[src/rtl/sample_accumulator.sv]
`timescale 1ns/1ps
// sample_accumulator
// Front/back end for an external 16-bit adder. Each accepted sample is
// latched into an operand register and added to the running accumulator
// through the add_* ports. When a burst of NUM_SAMPLES samples is complete
// the total and a sticky overflow flag are published with a one-cycle strobe.
// The adder operands come straight from registers, so there is no
// combinational path from sample_data to the adder.
module sample_accumulator #(
  parameter int NUM_SAMPLES = 4
) (
  input  logic        clk,
  input  logic        n_rst,
  input  logic        clear,
  input  logic        sample_valid,
  input  logic [15:0] sample_data,
  output logic        sample_ready,
  output logic [15:0] add_a,
  output logic [15:0] add_b,
  output logic        add_carry_in,
  input  logic [15:0] add_sum,
  input  logic        add_overflow,
  output logic        result_valid,
  output logic [15:0] result_data,
  output logic        result_overflow,
  output logic        busy
);

  localparam int CNT_W = $clog2(NUM_SAMPLES + 1);
  localparam logic [CNT_W-1:0] LAST_CNT = CNT_W'(NUM_SAMPLES);
  localparam logic [CNT_W-1:0] CNT_ONE  = CNT_W'(1);
  localparam logic [CNT_W-1:0] CNT_ZERO = CNT_W'(0);

  typedef enum logic [1:0] {
    ST_IDLE = 2'd0,
    ST_ADD  = 2'd1,
    ST_DONE = 2'd2
  } state_t;

  state_t           state_q,        state_d;
  logic [15:0]      acc_q,          acc_d;
  logic [CNT_W-1:0] count_q,        count_d;
  logic [15:0]      operand_q,      operand_d;
  logic             sticky_q,       sticky_d;
  logic             res_valid_q,    res_valid_d;
  logic [15:0]      res_data_q,     res_data_d;
  logic             res_ovf_q,      res_ovf_d;
  logic             ready_q,        ready_d;
  logic             busy_q,         busy_d;

  // Next-state and datapath update: clear aborts, otherwise the FSM steps.
  always_comb begin
    state_d     = state_q;
    acc_d       = acc_q;
    count_d     = count_q;
    operand_d   = operand_q;
    sticky_d    = sticky_q;
    res_valid_d = 1'b0;
    res_data_d  = res_data_q;
    res_ovf_d   = res_ovf_q;

    if (clear) begin
      // Abort: drop the partial burst; published results are left alone
      // and any sample offered this cycle is ignored.
      state_d   = ST_IDLE;
      acc_d     = 16'h0000;
      count_d   = CNT_ZERO;
      operand_d = 16'h0000;
      sticky_d  = 1'b0;
    end else begin
      case (state_q)
        ST_IDLE: begin
          if (sample_valid) begin
            operand_d = sample_data;
            state_d   = ST_ADD;
          end else begin
            state_d   = ST_IDLE;
          end
        end
        ST_ADD: begin
          // add_sum is already truncated modulo 2^16; the carry-out only
          // feeds the sticky flag.
          acc_d    = add_sum;
          sticky_d = sticky_q | add_overflow;
          count_d  = count_q + CNT_ONE;
          if (count_d == LAST_CNT) begin
            state_d = ST_DONE;
          end else begin
            state_d = ST_IDLE;
          end
        end
        ST_DONE: begin
          res_data_d  = acc_q;
          res_ovf_d   = sticky_q;
          res_valid_d = 1'b1;
          acc_d       = 16'h0000;
          count_d     = CNT_ZERO;
          sticky_d    = 1'b0;
          state_d     = ST_IDLE;
        end
        default: begin
          state_d   = ST_IDLE;
          acc_d     = 16'h0000;
          count_d   = CNT_ZERO;
          operand_d = 16'h0000;
          sticky_d  = 1'b0;
        end
      endcase
    end

    // Handshake and status flags are registered alongside the state so they
    // reflect the state the block will be in during the next cycle.
    ready_d = (state_d == ST_IDLE);
    busy_d  = (count_d != CNT_ZERO) || (state_d == ST_DONE);
  end

  // State, datapath and output registers with asynchronous active-low reset.
  always_ff @(posedge clk or negedge n_rst) begin
    if (!n_rst) begin
      state_q     <= ST_IDLE;
      acc_q       <= 16'h0000;
      count_q     <= CNT_ZERO;
      operand_q   <= 16'h0000;
      sticky_q    <= 1'b0;
      res_valid_q <= 1'b0;
      res_data_q  <= 16'h0000;
      res_ovf_q   <= 1'b0;
      ready_q     <= 1'b1;
      busy_q      <= 1'b0;
    end else begin
      state_q     <= state_d;
      acc_q       <= acc_d;
      count_q     <= count_d;
      operand_q   <= operand_d;
      sticky_q    <= sticky_d;
      res_valid_q <= res_valid_d;
      res_data_q  <= res_data_d;
      res_ovf_q   <= res_ovf_d;
      ready_q     <= ready_d;
      busy_q      <= busy_d;
    end
  end

  assign sample_ready    = ready_q;
  assign add_a           = operand_q;
  assign add_b           = acc_q;
  assign add_carry_in    = 1'b0;
  assign result_valid    = res_valid_q;
  assign result_data     = res_data_q;
  assign result_overflow = res_ovf_q;
  assign busy            = busy_q;

endmodule
[config.mk]
export PLATFORM = sky130hd
export DESIGN_NAME = sample_accumulator
export DESIGN_NICKNAME = d
export VERILOG_FILES = /design/src/rtl/sample_accumulator.sv
export SDC_FILE = /design/constraint.sdc
export NUM_CORES = 1
export LEC_CHECK = 0
export BUFFER_PORTS_ARGS = -buffer_cell sky130_fd_sc_hd__clkbuf_2
export CAP_MARGIN = 20
export CORE_UTILIZATION = 51
export CTS_CLUSTER_SIZE = 25
export DETAILED_ROUTE_END_ITERATION = 16
export HOLD_SLACK_MARGIN = 0.12
export PLACE_DENSITY = 0.84
export SYNTH_ARGS = -nofsm -noshare
export SYNTH_HDL_FRONTEND = slang
export SYNTH_SLANG_ARGS = --single-unit
[constraint.sdc]
create_clock -name clk -period 2.8 [get_ports clk]
set_input_delay 0.56 -clock clk [delete_from_list [all_inputs] [get_ports clk]]
set_output_delay 0.56 -clock clk [all_outputs]
set_load 0.005 [all_outputs]
==> impl_results.rst, run 1 <==
.. list-table::
   :header-rows: 1

   * - Metric
     - Value
   * - Synthesis-to-finish area growth
     - 27.56%
   * - Commonest register cell after synthesis
     - dfrtp_1
   * - Initial antenna violation count
     - 0
   * - Worst clock skew on the final layout
     - 0.004177 ns
   * - Leakage Power
     - 1.617 nW
   * - Final hold violation count
     - 0
   * - Core area
     - 4115 um2
   * - Final net count
     - 284
   * - Data arrival time of the critical path
     - 2.09 ns
   * - Via count of the first global-routing pass
     - 1460
   * - Max-slew violation count
     - 0
   * - Post-CTS clock slew at the launch and capture registers of the worst setup and hold paths
     - 0.06 ns
   * - Slew at the pin with the worst max-slew slack
     - 0.6993 ns
   * - Setup slack at placement
     - 0.9221 ns
   * - Buffers inserted by post-CTS timing repair
     - 0
   * - Classification of the worst-slack hold path
     - in -> async
   * - Upper clock frequency limit
     - 0.5279 GHz
   * - Post-layout power
     - 1.634 mW
   * - Number of top-level pins
     - 90
   * - Clock latency of the later-clocked register in the worst-skew pair
     - 0.32 ns
   * - Count of mapped cells out of synthesis
     - 150
   * - Worst r2r src
     - state_q[0]
   * - Metal2 WL
     - 2142 um
   * - P per Cell Area
     - 572.2 nW/um2
   * - Post-CTS resize count
     - 0
   * - Total of fill cells in the finished design
     - 292
   * - Max-Cap Viols
     - 0
   * - Aggregate routed wire length
     - 4420 um
   * - Kind of end point of the critical path
     - flip-flop
   * - Count of inserted antenna diode cells
     - 0
   * - Top Metal Used
     - met4
   * - Yosys warning count
     - 0
   * - Final critical-path setup slack
     - 0.9058 ns
   * - Outcome
     - finished, final reports clean
   * - Final cycle utilization of the critical path
     - 0.6765
   * - Wire length on met3
     - 322 um
   * - Post-synthesis instance area
     - 2238 um2
   * - Min Clock Period, post-route
     - 1.894 ns
   * - Synthesis-stage register bit count
     - 58
   * - Routed length per instance
     - 14.93 um
   * - Type of the worst setup path
     - reg -> reg
   * - Type of element launching the critical path
     - flip-flop
   * - Post-synth EDFFs
     - 0
   * - Largest net degree at the start of global routing
     - 59
   * - Setup repair after global routing missed its margin
     - no
   * - Register-to-Register Setup Slack
     - 0.91 ns
   * - Post-synthesis cell type count
     - 25
   * - Tot GR Track Use
     - 0.2030
   * - Number of buffers on the longest clock path
     - 2
   * - Remaining antenna violation count after routing
     - 0
   * - Maximum level of the CTS H-tree
     - 3
   * - Cell type with the largest total area after synthesis
     - dfrtp_1
   * - Number of search-and-repair iterations in the first detailed-routing pass
     - 4
   * - Fraction of layout instances using a drive strength above 1
     - 0.5163
   * - Tightest slew margin relative to the limit
     - 0.5338
   * - Area share of the leading cell type in the synthesized netlist
     - 0.6372
   * - Chip height
     - 68.25 um
   * - DP Wirelength
     - 3085 um
   * - Clock sinks
     - 58
   * - Mapped Nets
     - 192
   * - Total of hold buffers inserted after clock tree synthesis
     - 0
   * - Vias after detailed routing
     - 1577
   * - Maximum vdd drop
     - 0.3128 mV
   * - Total DRC errors in the routed layout
     - 0
   * - TritonCTS clock tree
     - done
   * - Crit-path max FO
     - 18
   * - Die span in x
     - 68.25 um
   * - Aggregate negative setup slack
     - 0 ns
   * - Root cell of the clock tree
     - clkbuf_8
   * - Clock buffers created by TritonCTS
     - 9
   * - Most common cell in the synthesized netlist
     - dfrtp_1
   * - Via density per instance
     - 5.328
   * - Number of port buffers
     - 88
   * - Die Area
     - 4658 um2
   * - Launch point of the worst path
     - state_q[0]
   * - Post-synth ARST share
     - 1.000
   * - Post-Route M1 WL
     - 1877 um
   * - Mean cell area of the mapped netlist
     - 14.92 um2
   * - Final weighted congestion in routability-driven placement
     - 0.7076
   * - Floorplan row count
     - 23
   * - Critical Path RT
     - 2.99 ns
   * - Total congestion overflow
     - 0
   * - Sequential cell area fraction in the yosys report
     - 0.6490
   * - Initial Utilization
     - 0.5439
   * - Wire length of the first global-routing pass
     - 6693 um
   * - Final setup violation count
     - 0
   * - Commonest cells in the synthesized netlist
     - dfrtp_1, a22o_1, mux2_2, inv_1, ha_1
   * - Most area-consuming cells after synthesis
     - dfrtp_1, a22o_1, mux2_2
   * - Detailed router's first-iteration violation count
     - 75
-- cells in the final DEF, fill, tap and decap left out, types with 2 or more instances in the layout --
cell type   n
mux2_2     16
clkbuf_2   88
buf_4       4
dfrtp_1    57
nand2_1     2
nand2b_1    2
ha_1        5
a21oi_1     3
clkinv_2    3
inv_1       6
clkbuf_8   11
nor2_1      4
a22o_1     32
-- path summary, 6_finish.rpt --
| path | end | cells after the start |
|---|---|---|
| worst max register to register | busy | 5 |
| worst max-delay path | busy | 5 |
| worst min register to register | result_data[13] | 1 |
| max in group asynchronous | state_q[1] | 2 |
| min in group clk | add_b[13] | 2 |
| worst min-delay path | result_data[7] | 2 |
-- cell families after synthesis --
| kind of cell | count (synthesis) | share of synthesized area |
|---|---|---|
| compound gates | 37 | 0.1403 |
| fa+ha+maj | 5 | 0.02795 |
| buf+inv | 17 | 0.04975 |
| flops | 58 | 0.6490 |
| mux | 18 | 0.08999 |
| other cells | 1 | 0.001675 |
| simple gates | 14 | 0.04136 |
-- routing by layer --
layer | GRT usage | up-vias
met3 | 0.06833 | 10
met1 | 0.2481 | 784
met5 | 0 | -
li1 | - | 719
met2 | 0.3186 | 64
met4 | 0.1016 | 0
-- layout make-up --
| class | count | area (um2) | area share |
|---|---|---|---|
| repair buffers | 92 | 470.5 | 0.1648 |
| clock inverters | 3 | 15.01 | 0.005259 |
| flip-flops and latches | 58 | 1453 | 0.5088 |
| multi-input cells | 75 | 676.9 | 0.2371 |
| inverters | 6 | 22.52 | 0.007888 |
| well taps | 50 | 62.56 | 0.02191 |
| clock buffers | 12 | 155.1 | 0.05434 |
-- power by group --
group	internal, mW	switching (mW)	leakage, nW
clock network	0.359	0.287	0.0920
logic	0.0526	0.0618	0.729
registers	0.860	0.0124	0.797
total	1.27	0.362	1.62
-- worst max-delay path, cell delays in order (launching register included) --
cell and delay [ns]:
dfrtp_1 0.38, inv_1 0.08, ha_1 0.33, nor2b_4 0.46, nand2_1 0.13, a2111o_1 0.39
-- per-stage QoR --
step                hold slack, ns  instances  utilization  instance area (um2)
CTS                         0.3986        296       0.6938                 2855
global route                0.4374        296       0.6938                 2855
floorplan                   0.2644        150            -                 2238
detailed placement          0.4736        281       0.6525                 2685
finish                      0.3652        296       0.6938                 2855
global placement            0.4671        281       0.6525                 2685
-- registers in the layout, indices dropped and copies added, names as in the netlist --
signal	flops
sample_ready	1
add_b	16
busy	1
add_a	16
count_q	3
state_q	2
result_data	16
result_valid	1
result_overflow	1
sticky_q	1
No activity file was read; power rests on OpenSTA's default activity.
==> inputs of run 2 (changes only) <==
--- a/config.mk
+++ b/config.mk
@@ -5,13 +5,14 @@
 export SDC_FILE = /design/constraint.sdc
 export NUM_CORES = 1
 export LEC_CHECK = 0
+export ABC_AREA = 1
 export BUFFER_PORTS_ARGS = -buffer_cell sky130_fd_sc_hd__clkbuf_2
 export CAP_MARGIN = 20
-export CORE_UTILIZATION = 51
+export CORE_UTILIZATION = 48
 export CTS_CLUSTER_SIZE = 25
 export DETAILED_ROUTE_END_ITERATION = 16
 export HOLD_SLACK_MARGIN = 0.12
-export PLACE_DENSITY = 0.84
+export PLACE_DENSITY = 0.79
 export SYNTH_ARGS = -nofsm -noshare
 export SYNTH_HDL_FRONTEND = slang
 export SYNTH_SLANG_ARGS = --single-unit
==> constraint.sdc (replaced) <==
create_clock -name clk -period 1.9 [get_ports clk]
set_input_delay 0.38 -clock clk [delete_from_list [all_inputs] [get_ports clk]]
set_output_delay 0.38 -clock clk [all_outputs]
set_load 0.005 [all_outputs]
==> run 2 against run 1 <==
  * Clock skew shrank 0.00077 ns
  * Synthesized cell count rose by 63%
  * Die area increased by 11%
  * Power rose by 65%
  * Synthesized area grew 4.9%
  * Count of clock-buffer cells in the layout grew 1
  * Setup slack worse by 0.61 ns
  * Fmax is 18% higher
  * Register-to-register slack lost 0.61 ns
  * Utilization decreased by 3.8 points
  * Critical endpoint is now add_a[8]
  * Largest cell class unchanged
==> impl_results.rst, run 2 <==
.. list-table::
   :header-rows: 1

   * - Metric
     - Value
   * - Detailed router's first-iteration violation count
     - 97 (+29%)
   * - Upper clock frequency limit
     - 0.6224 GHz (+18%)
   * - Post-Route M1 WL
     - 2180 um (+16%)
   * - Combinational share of power
     - 0.075 (+0.005)
   * - Outcome
     - finished, final reports clean
   * - Most area-consuming cells after synthesis
     - dfrtp_1, nand3_1, o21ai_0
   * - Fraction of the mapped netlist area in compound gates
     - 0.08897 (-0.05133)
   * - Leading cell types in the layout, fill and taps excluded
     - clkbuf_2, dfrtp_1, nand3_1
   * - Die span in x
     - 71.95 um (+5.4%)
   * - Final critical-path setup slack
     - 0.2932 ns (-0.6126 ns)
   * - Post-synth ARST share
     - 1.000 (unchanged)
   * - Final weighted congestion in routability-driven placement
     - 0.8618 (+22%)
   * - P per Cell Area
     - 871.3 nW/um2 (+52%)
   * - Hold_ws
     - 0.2731 ns (-0.09206 ns)
   * - Critical Path RT
     - 2.17 ns (-0.82 ns)
   * - Final cycle utilization of the critical path
     - 0.8457 (+0.1692)
   * - Number of search-and-repair iterations in the first detailed-routing pass
     - 4 (unchanged)
   * - Die Area
     - 5176 um2 (+11%)
   * - Chip height
     - 71.95 um (+5.4%)
   * - Clock sinks
     - 58 (unchanged)
   * - Number of buffers on the longest clock path
     - 2 (unchanged)
   * - Adder-cell share of the synthesized area
     - 0.02664 (-0.001310)
   * - Top Metal Used
     - met4
   * - Root cell of the clock tree
     - clkbuf_8
   * - Post-synth EDFFs
     - 0 (unchanged)
   * - Sequential share of power
     - 0.476 (-0.058)
   * - Max-Cap Viols
     - 0 (unchanged)
   * - Wire length of the first global-routing pass
     - 8500 um (+27%)
   * - Mapped Nets
     - 286 (+49%)
   * - Setup repair after global routing missed its margin
     - no
   * - Yosys warning count
     - 0 (unchanged)
   * - Cell type with the largest total area after synthesis
     - dfrtp_1
   * - Routed length per instance
     - 12.22 um (-18%)
   * - Type of the worst setup path
     - reg -> reg
   * - Most common cell after layout, fill and taps aside
     - clkbuf_2
   * - Aggregate negative setup slack
     - 0 ns (unchanged)
   * - Clock buffers created by TritonCTS
     - 9 (unchanged)
   * - Final net count
     - 380 (+34%)
   * - Most common cell in the synthesized netlist
     - dfrtp_1
   * - Post-Synth XOR/XNOR Area
     - 0 (unchanged)
   * - Count of mapped cells out of synthesis
     - 244 (+63%)
   * - Largest net degree at the start of global routing
     - 59 (unchanged)
   * - Area share of the leading cell type in the synthesized netlist
     - 0.6074 (-0.02988)
   * - Number of port buffers
     - 88 (unchanged)
   * - Via density per instance
     - 4.824 (-9.4%)
   * - Number of placed cells counting well taps
     - 393 (+40%)
   * - Final hold violation count
     - 0 (unchanged)
   * - Net load switching power
     - 0.6047 mW (+67%)
   * - Via count of the first global-routing pass
     - 1835 (+26%)
   * - Mean cell area of the mapped netlist
     - 9.625 um2 (-36%)
   * - Tot GR Track Use
     - 0.2175 (+0.01446)
   * - Initial antenna violation count
     - 0 (unchanged)
   * - Total DRC errors in the routed layout
     - 0 (unchanged)
   * - Clock latency of the later-clocked register in the worst-skew pair
     - 0.33 ns (about the same)
   * - Total of fill cells in the finished design
     - 393 (+35%)
   * - Post-synthesis cell type count
     - 20 (-20%)
   * - Maximum level of the CTS H-tree
     - 3 (unchanged)
   * - Simple logic cell fraction of the synthesized area
     - 0.1918 (+0.1504)
   * - Max-slew violation count
     - 0 (unchanged)
   * - Total congestion overflow
     - 0 (unchanged)
   * - Post-CTS resize count
     - 0 (unchanged)
   * - Crit-path max FO
     - 17 (-1)
   * - Buffers inserted by post-CTS timing repair
     - 0 (unchanged)
   * - Post-synthesis instance area
     - 2349 um2 (+4.9%)
   * - Fraction of layout instances using a drive strength above 1
     - 0.3353 (-0.1810)
   * - Kind of end point of the critical path
     - flip-flop
   * - Worst clock skew on the final layout
     - 0.003403 ns (-0.0007735 ns)
   * - P_int
     - 2.096 mW (+65%)
   * - Synthesis-to-finish area growth
     - 31.97%
   * - Type of element launching the critical path
     - flip-flop
   * - Metal2 WL
     - 2383 um (+11%)
   * - Largest family of logic cells by synthesized area
     - simple AND/OR/NAND/NOR gates
   * - Wire length on met3
     - 390 um (+21%)
   * - Leakage Power
     - 1.688 nW (+4.4%)
   * - Remaining antenna violation count after routing
     - 0 (unchanged)
   * - Vias after detailed routing
     - 1978 (+25%)
   * - Core area
     - 4723 um2 (+15%)
   * - Floorplan row count
     - 25 (+8.7%)
   * - Classification of the worst-slack hold path
     - in -> reg
   * - TritonCTS clock tree
     - done
   * - Clock share of power
     - 0.449 (+0.053)
   * - DP Wirelength
     - 3434 um (+11%)
   * - Sequential cell area fraction in the yosys report
     - 0.6185 (-0.03043)
   * - Setup slack at placement
     - 0.3047 ns (-0.6175 ns)
   * - Aggregate routed wire length
     - 5009 um (+13%)
   * - Post-layout power
     - 2.700 mW (+65%)
   * - Maximum vdd drop
     - 0.3593 mV (+15%)
   * - Commonest register cell after synthesis
     - dfrtp_1
   * - Count of inserted antenna diode cells
     - 0 (unchanged)
   * - Commonest cells in the synthesized netlist
     - dfrtp_1, nand3_1, nand2_1, o21ai_0, inv_1
   * - Switching Share
     - 0.2239 (+0.002585)
   * - Number of top-level pins
     - 90 (unchanged)
   * - Slew at the pin with the worst max-slew slack
     - 0.5175 ns (-0.1818 ns)
   * - Final setup violation count
     - 0 (unchanged)
   * - Multiplexer share of the synthesized area
     - 0 (-0.08999)
   * - Post-CTS clock slew at the launch and capture registers of the worst setup and hold paths
     - 0.06 ns (about the same)
   * - Register-to-Register Setup Slack
     - 0.29 ns (-0.61 ns)
   * - Synthesis-stage register bit count
     - 58 (unchanged)
   * - Data arrival time of the critical path
     - 1.88 ns (-0.21 ns)
   * - Tightest slew margin relative to the limit
     - 0.6542 (+0.1204)
   * - Initial Utilization
     - 0.4972 (-0.04672)
   * - Number of cells in the finished layout apart from fillers
     - 410 (+39%)
   * - Min Clock Period, post-route
     - 1.607 ns (-0.2874 ns)
run 2: cell types whose count changed after synthesis, sizes merged, moves of 2 or more:
cell    previous run  this run
inv                6        27
mux2              17         0
nand3              0        51
a22o              32         0
nand2b             2         0
buf               10         8
clkbuf             1         4
nor2b              2         0
nand2              2        45
o21ai              0        35
run 2: kinds of logic after synthesis:
group | Yosys count
buffers and inverters | 40
AND/OR/NAND/NOR | 101
flip-flops | 58
AO/OA/AOI/OAI | 39
other | 1
adder cells (fa/ha/maj) | 5
run 2: metal layers:
| metal | global-route usage | up-vias |
|---|---|---|
| li1 | - | 985 |
| met1 | 0.2873 | 896 |
| met3 | 0.05417 | 6 |
| met5 | 0 | - |
| met4 | 0.1002 | 0 |
| met2 | 0.3407 | 91 |
run 2: layout make-up:
class / count / area (um2) / share of cell area
flip-flops and latches: 58 / 1453 / 0.4687
multi-input cells: 146 / 725.7 / 0.2342
repair buffers: 95 / 508.0 / 0.1639
clock buffers: 13 / 178.9 / 0.05773
inverters: 28 / 105.1 / 0.03391
well taps: 67 / 83.83 / 0.02705
clock inverters: 3 / 45.04 / 0.01453
run 2: worst max-delay path, cell delays in order (launching register included):
cell and delay (ns):
dfrtp_1 0.38, inv_1 0.08, ha_1 0.29, inv_2 0.20, o21ai_4 0.38, nand3_1 0.13, nand2_1 0.08
run 2: stage by stage:
stage          instance area [um2]    util
2_1_floorplan                 2349       -
3_3_place_gp                  2865  0.6066
3_5_place_dp                  2865  0.6066
4_1_cts                       3099  0.6562
5_1_grt                       3099  0.6562
6_report                      3099  0.6562
run 2: power by group through the flow:
stage	logic (mW)	clock network (mW)	registers [mW]
floorplan	0.0859	0	1.31
global placement	0.200	0	1.31
detailed placement	0.205	0	1.31
CTS	0.206	1.24	1.29
global route	0.232	1.30	1.29
finish	0.202	1.21	1.29
run 2: repair_timing:
action | 4_1_cts | 5_1_grt
hold buffers | 1 | 0
hold endpoints to repair | 57 | 0
setup endpoints to repair | 0 | 0
run 2: worst paths after layout:
check / depth (start not counted) / from / to
max: 6 / state_q[0] / add_a[8]
min: 3 / sample_data[14] / add_a[14]
max reg2reg: 6 / state_q[0] / add_a[8]
min reg2reg: 2 / result_data[4] / result_data[4]
max in group asynchronous: 3 / n_rst / sample_ready
min in group asynchronous: 3 / n_rst / add_b[4]
==> inputs of run 3 (changes only) <==
==> constraint.sdc (replaced) <==
create_clock -name clk -period 1.5 [get_ports clk]
set_input_delay 0.3 -clock clk [delete_from_list [all_inputs] [get_ports clk]]
set_output_delay 0.3 -clock clk [all_outputs]
set_load 0.005 [all_outputs]
==> run 3 against run 2 <==
  * Sequential power grew 26%
  * Sequential cell count unchanged
  * Fmax grew 20%
  * Combinational power rose by 39%
  * Die area is the same
  * Global-route usage fell by 0.12 points
  * Critical path type unchanged
  * Cell count up 0.98%
  * Critical path depth grew 1
  * Count of clock-buffer cells in the layout fell by 2
  * Largest cell class unchanged
  * Hold slack lost 0.082 ns
  * Final area increased by 2.1%
  * First-iteration DRC count decreased by 23%
==> impl_results.rst, run 3 (synthesis gave the netlist of run 2 again) <==
.. list-table::
   :header-rows: 1

   * - Metric
     - Value
   * - Most utilized layer in the global route result
     - met2
   * - Most common cell after layout, fill and taps aside
     - clkbuf_2
   * - P per Cell Area
     - 1097 nW/um2 (+26%)
   * - Setup repair after global routing missed its margin
     - no
   * - Data arrival time of the critical path
     - 1.56 ns (-0.32 ns)
   * - Die span in x
     - 71.95 um (unchanged)
   * - Via count of the first global-routing pass
     - 1930 (+5.2%)
   * - Final weighted congestion in routability-driven placement
     - 0.8342 (-3.2%)
   * - Crit-path max FO
     - 3 (-14)
   * - TritonCTS clock tree
     - done
   * - Number of search-and-repair iterations in the first detailed-routing pass
     - 4 (unchanged)
   * - Final hold violation count
     - 0 (unchanged)
   * - Aggregate negative setup slack
     - 0 ns (unchanged)
   * - Synthesis-to-finish area growth
     - 34.74%
   * - Maximum level of the CTS H-tree
     - 3 (unchanged)
   * - Post-layout power
     - 3.470 mW (+29%)
   * - Highest-delay cell along the critical path
     - dfrtp_1
   * - Count of inserted antenna diode cells
     - 0 (unchanged)
   * - Type of element launching the critical path
     - flip-flop
   * - Total DRC errors in the routed layout
     - 0 (unchanged)
   * - Hold_ws
     - 0.1908 ns (-0.08226 ns)
   * - Die Area
     - 5176 um2 (unchanged)
   * - Max-Cap Viols
     - 0 (unchanged)
   * - Post-CTS clock slew at the launch and capture registers of the worst setup and hold paths
     - 0.07 ns (about the same)
   * - GR met1 Demand/Resource
     - 0.2682 (-0.01908)
   * - Final net count
     - 384 (+1.1%)
   * - Maximum single-stage delay on the critical path
     - 0.40 ns (+0.02 ns)
   * - Met3 demand-to-capacity share in global routing
     - 0.04861 (-0.005556)
   * - Number of placed cells counting well taps
     - 396 (+0.76%)
   * - Met2 routing resource usage after global routing
     - 0.3595 (+0.01887)
   * - Outcome
     - finished, final reports clean
   * - Clock buffers created by TritonCTS
     - 9 (unchanged)
   * - Routed length per instance
     - 12.24 um (+0.18%)
   * - Sequence of cells on the critical path
     - ha_1 > ha_1 > inv_1 > nand3_1 > nand2_1 > nor2_1 > nand2_1
   * - Number of top-level pins
     - 90 (unchanged)
   * - Buffer and inverter count on the worst path
     - 1 (-1)
   * - Classification of the worst-slack hold path
     - in -> reg
   * - Aggregate routed wire length
     - 5067 um (+1.2%)
   * - Final setup violation count
     - 0 (unchanged)
   * - Wire length of the first global-routing pass
     - 8576 um (+0.89%)
   * - Clock sinks
     - 58 (unchanged)
   * - Upper clock frequency limit
     - 0.7449 GHz (+20%)
   * - Largest net degree at the start of global routing
     - 59 (unchanged)
   * - Critical Path RT
     - 1.71 ns (-0.46 ns)
   * - Worst clock skew on the final layout
     - 0.004560 ns (+0.001157 ns)
   * - Root cell of the clock tree
     - clkbuf_8
   * - Dominant delay contributor by cell family on the critical path
     - adder cells
   * - Total congestion overflow
     - 0 (unchanged)
   * - Initial antenna violation count
     - 0 (unchanged)
   * - Tot GR Track Use
     - 0.2162 (-0.001224)
   * - Kind of end point of the critical path
     - flip-flop
   * - Floorplan row count
     - 25 (unchanged)
   * - Via density per instance
     - 4.860 (+0.74%)
   * - Total area of sequential cells
     - 1453 um2 (unchanged)
   * - Detailed router's first-iteration violation count
     - 75 (-23%)
   * - Final cycle utilization of the critical path
     - 0.8950 (+0.04928)
   * - Number of port buffers
     - 88 (unchanged)
   * - Remaining antenna violation count after routing
     - 0 (unchanged)
   * - Min Clock Period, post-route
     - 1.342 ns (-0.2643 ns)
   * - Number of cells in the finished layout apart from fillers
     - 414 (+0.98%)
   * - Type of the worst setup path
     - reg -> reg
   * - DP Wirelength
     - 3413 um (-0.62%)
   * - Number of buffers on the longest clock path
     - 2 (unchanged)
   * - Clock latency of the later-clocked register in the worst-skew pair
     - 0.33 ns (about the same)
   * - Maximum vdd drop
     - 0.6424 mV (+79%)
   * - Leakage Power
     - 1.723 nW (+2.1%)
   * - Initial Utilization
     - 0.4972 (unchanged)
   * - Multi-input logic area
     - 728.2 um2 (+0.34%)
   * - Leading cell types in the layout, fill and taps excluded
     - clkbuf_2, dfrtp_1, nand3_1
   * - Fraction of layout instances using a drive strength above 1
     - 0.3429 (+0.007663)
   * - Total of fill cells in the finished design
     - 374 (-4.8%)
   * - Max-slew violation count
     - 0 (unchanged)
   * - Util after Layout
     - 0.6699 (+0.01377)
   * - Chip height
     - 71.95 um (unchanged)
   * - Vias after detailed routing
     - 2012 (+1.7%)
   * - Register-to-Register Setup Slack
     - 0.16 ns (-0.14 ns)
   * - Core area
     - 4723 um2 (unchanged)
==> run 3: changes by cell type in the layout (fill, tap and decap cells not counted) <==
| cell | change |
|---|---|
| buf_12 | +3 |
| buf_4 | +1 |
| bufinv_16 | +1 |
| clkbuf_1 | +1 |
| clkbuf_8 | -3 |
| clkinv_2 | +2 |
| clkinvlp_4 | -1 |
| ha_1 | -1 |
| ha_2 | +1 |
==> run 3: worst reg2reg max path, delay by kind of cell (launching register included) <==
kind / cells / cell delay (ns)
adder cells (fa/ha/maj): 2 / 0.48
flip-flops: 1 / 0.40
AND/OR/NAND/NOR: 4 / 0.32
buffers and inverters: 1 / 0.03
==> run 3: stage by stage <==
stage	instance area, um2	worst slack (ns)
final	3164	0.1576
after global routing	3164	0.05287
after CTS	3142	0.01178
after detailed placement	2913	0.02915
after global placement	2913	0.1085
after floorplan	2349	0.1432
==> run 3: worst paths after layout <==
| kind | from | end | depth (start not counted) |
|---|---|---|---|
| max in group asynchronous | n_rst | sample_ready | 3 |
| worst min-delay path | sample_data[14] | add_a[14] | 3 |
| worst min register to register | result_data[11] | result_data[11] | 2 |
| min in group asynchronous | n_rst | sticky_q | 3 |
| worst max-delay path | count_q[0] | busy | 7 |
| worst max register to register | count_q[0] | busy | 7 |
==> run 3: where the power goes <==
| part | switching, mW | total, mW | internal (mW) |
|---|---|---|---|
| Clock | 0.588 | 1.56 | 0.975 |
| Combinational | 0.160 | 0.280 | 0.120 |
| Sequential | 0.0223 | 1.63 | 1.61 |
| Total | 0.770 | 3.47 | 2.70 |
==> run 3: layer usage <==
metal  routed length (um)  part of all wire
met1                 2235              0.44
met2                 2421              0.48
met3                  327             0.065
met4                   83             0.016
met5                    0                 0
==> run 3: repair_timing <==
item                       CTS  global route
setup buffers                0             1
hold endpoints to repair    57             0
resized for setup            0             1
hold buffers                 1             0
setup endpoints to repair    0            16
==> run 3: final cells by class <==
| class | count | share of cell area |
|---|---|---|
| Timing Repair Buffer | 99 | 0.1819 |
| Inverter | 28 | 0.03321 |
| Clock inverter | 5 | 0.02452 |
| Multi-Input combinational cell | 146 | 0.2301 |
| Tap cell | 67 | 0.02649 |
| Sequential cell | 58 | 0.4591 |
| Clock buffer | 11 | 0.04468 |
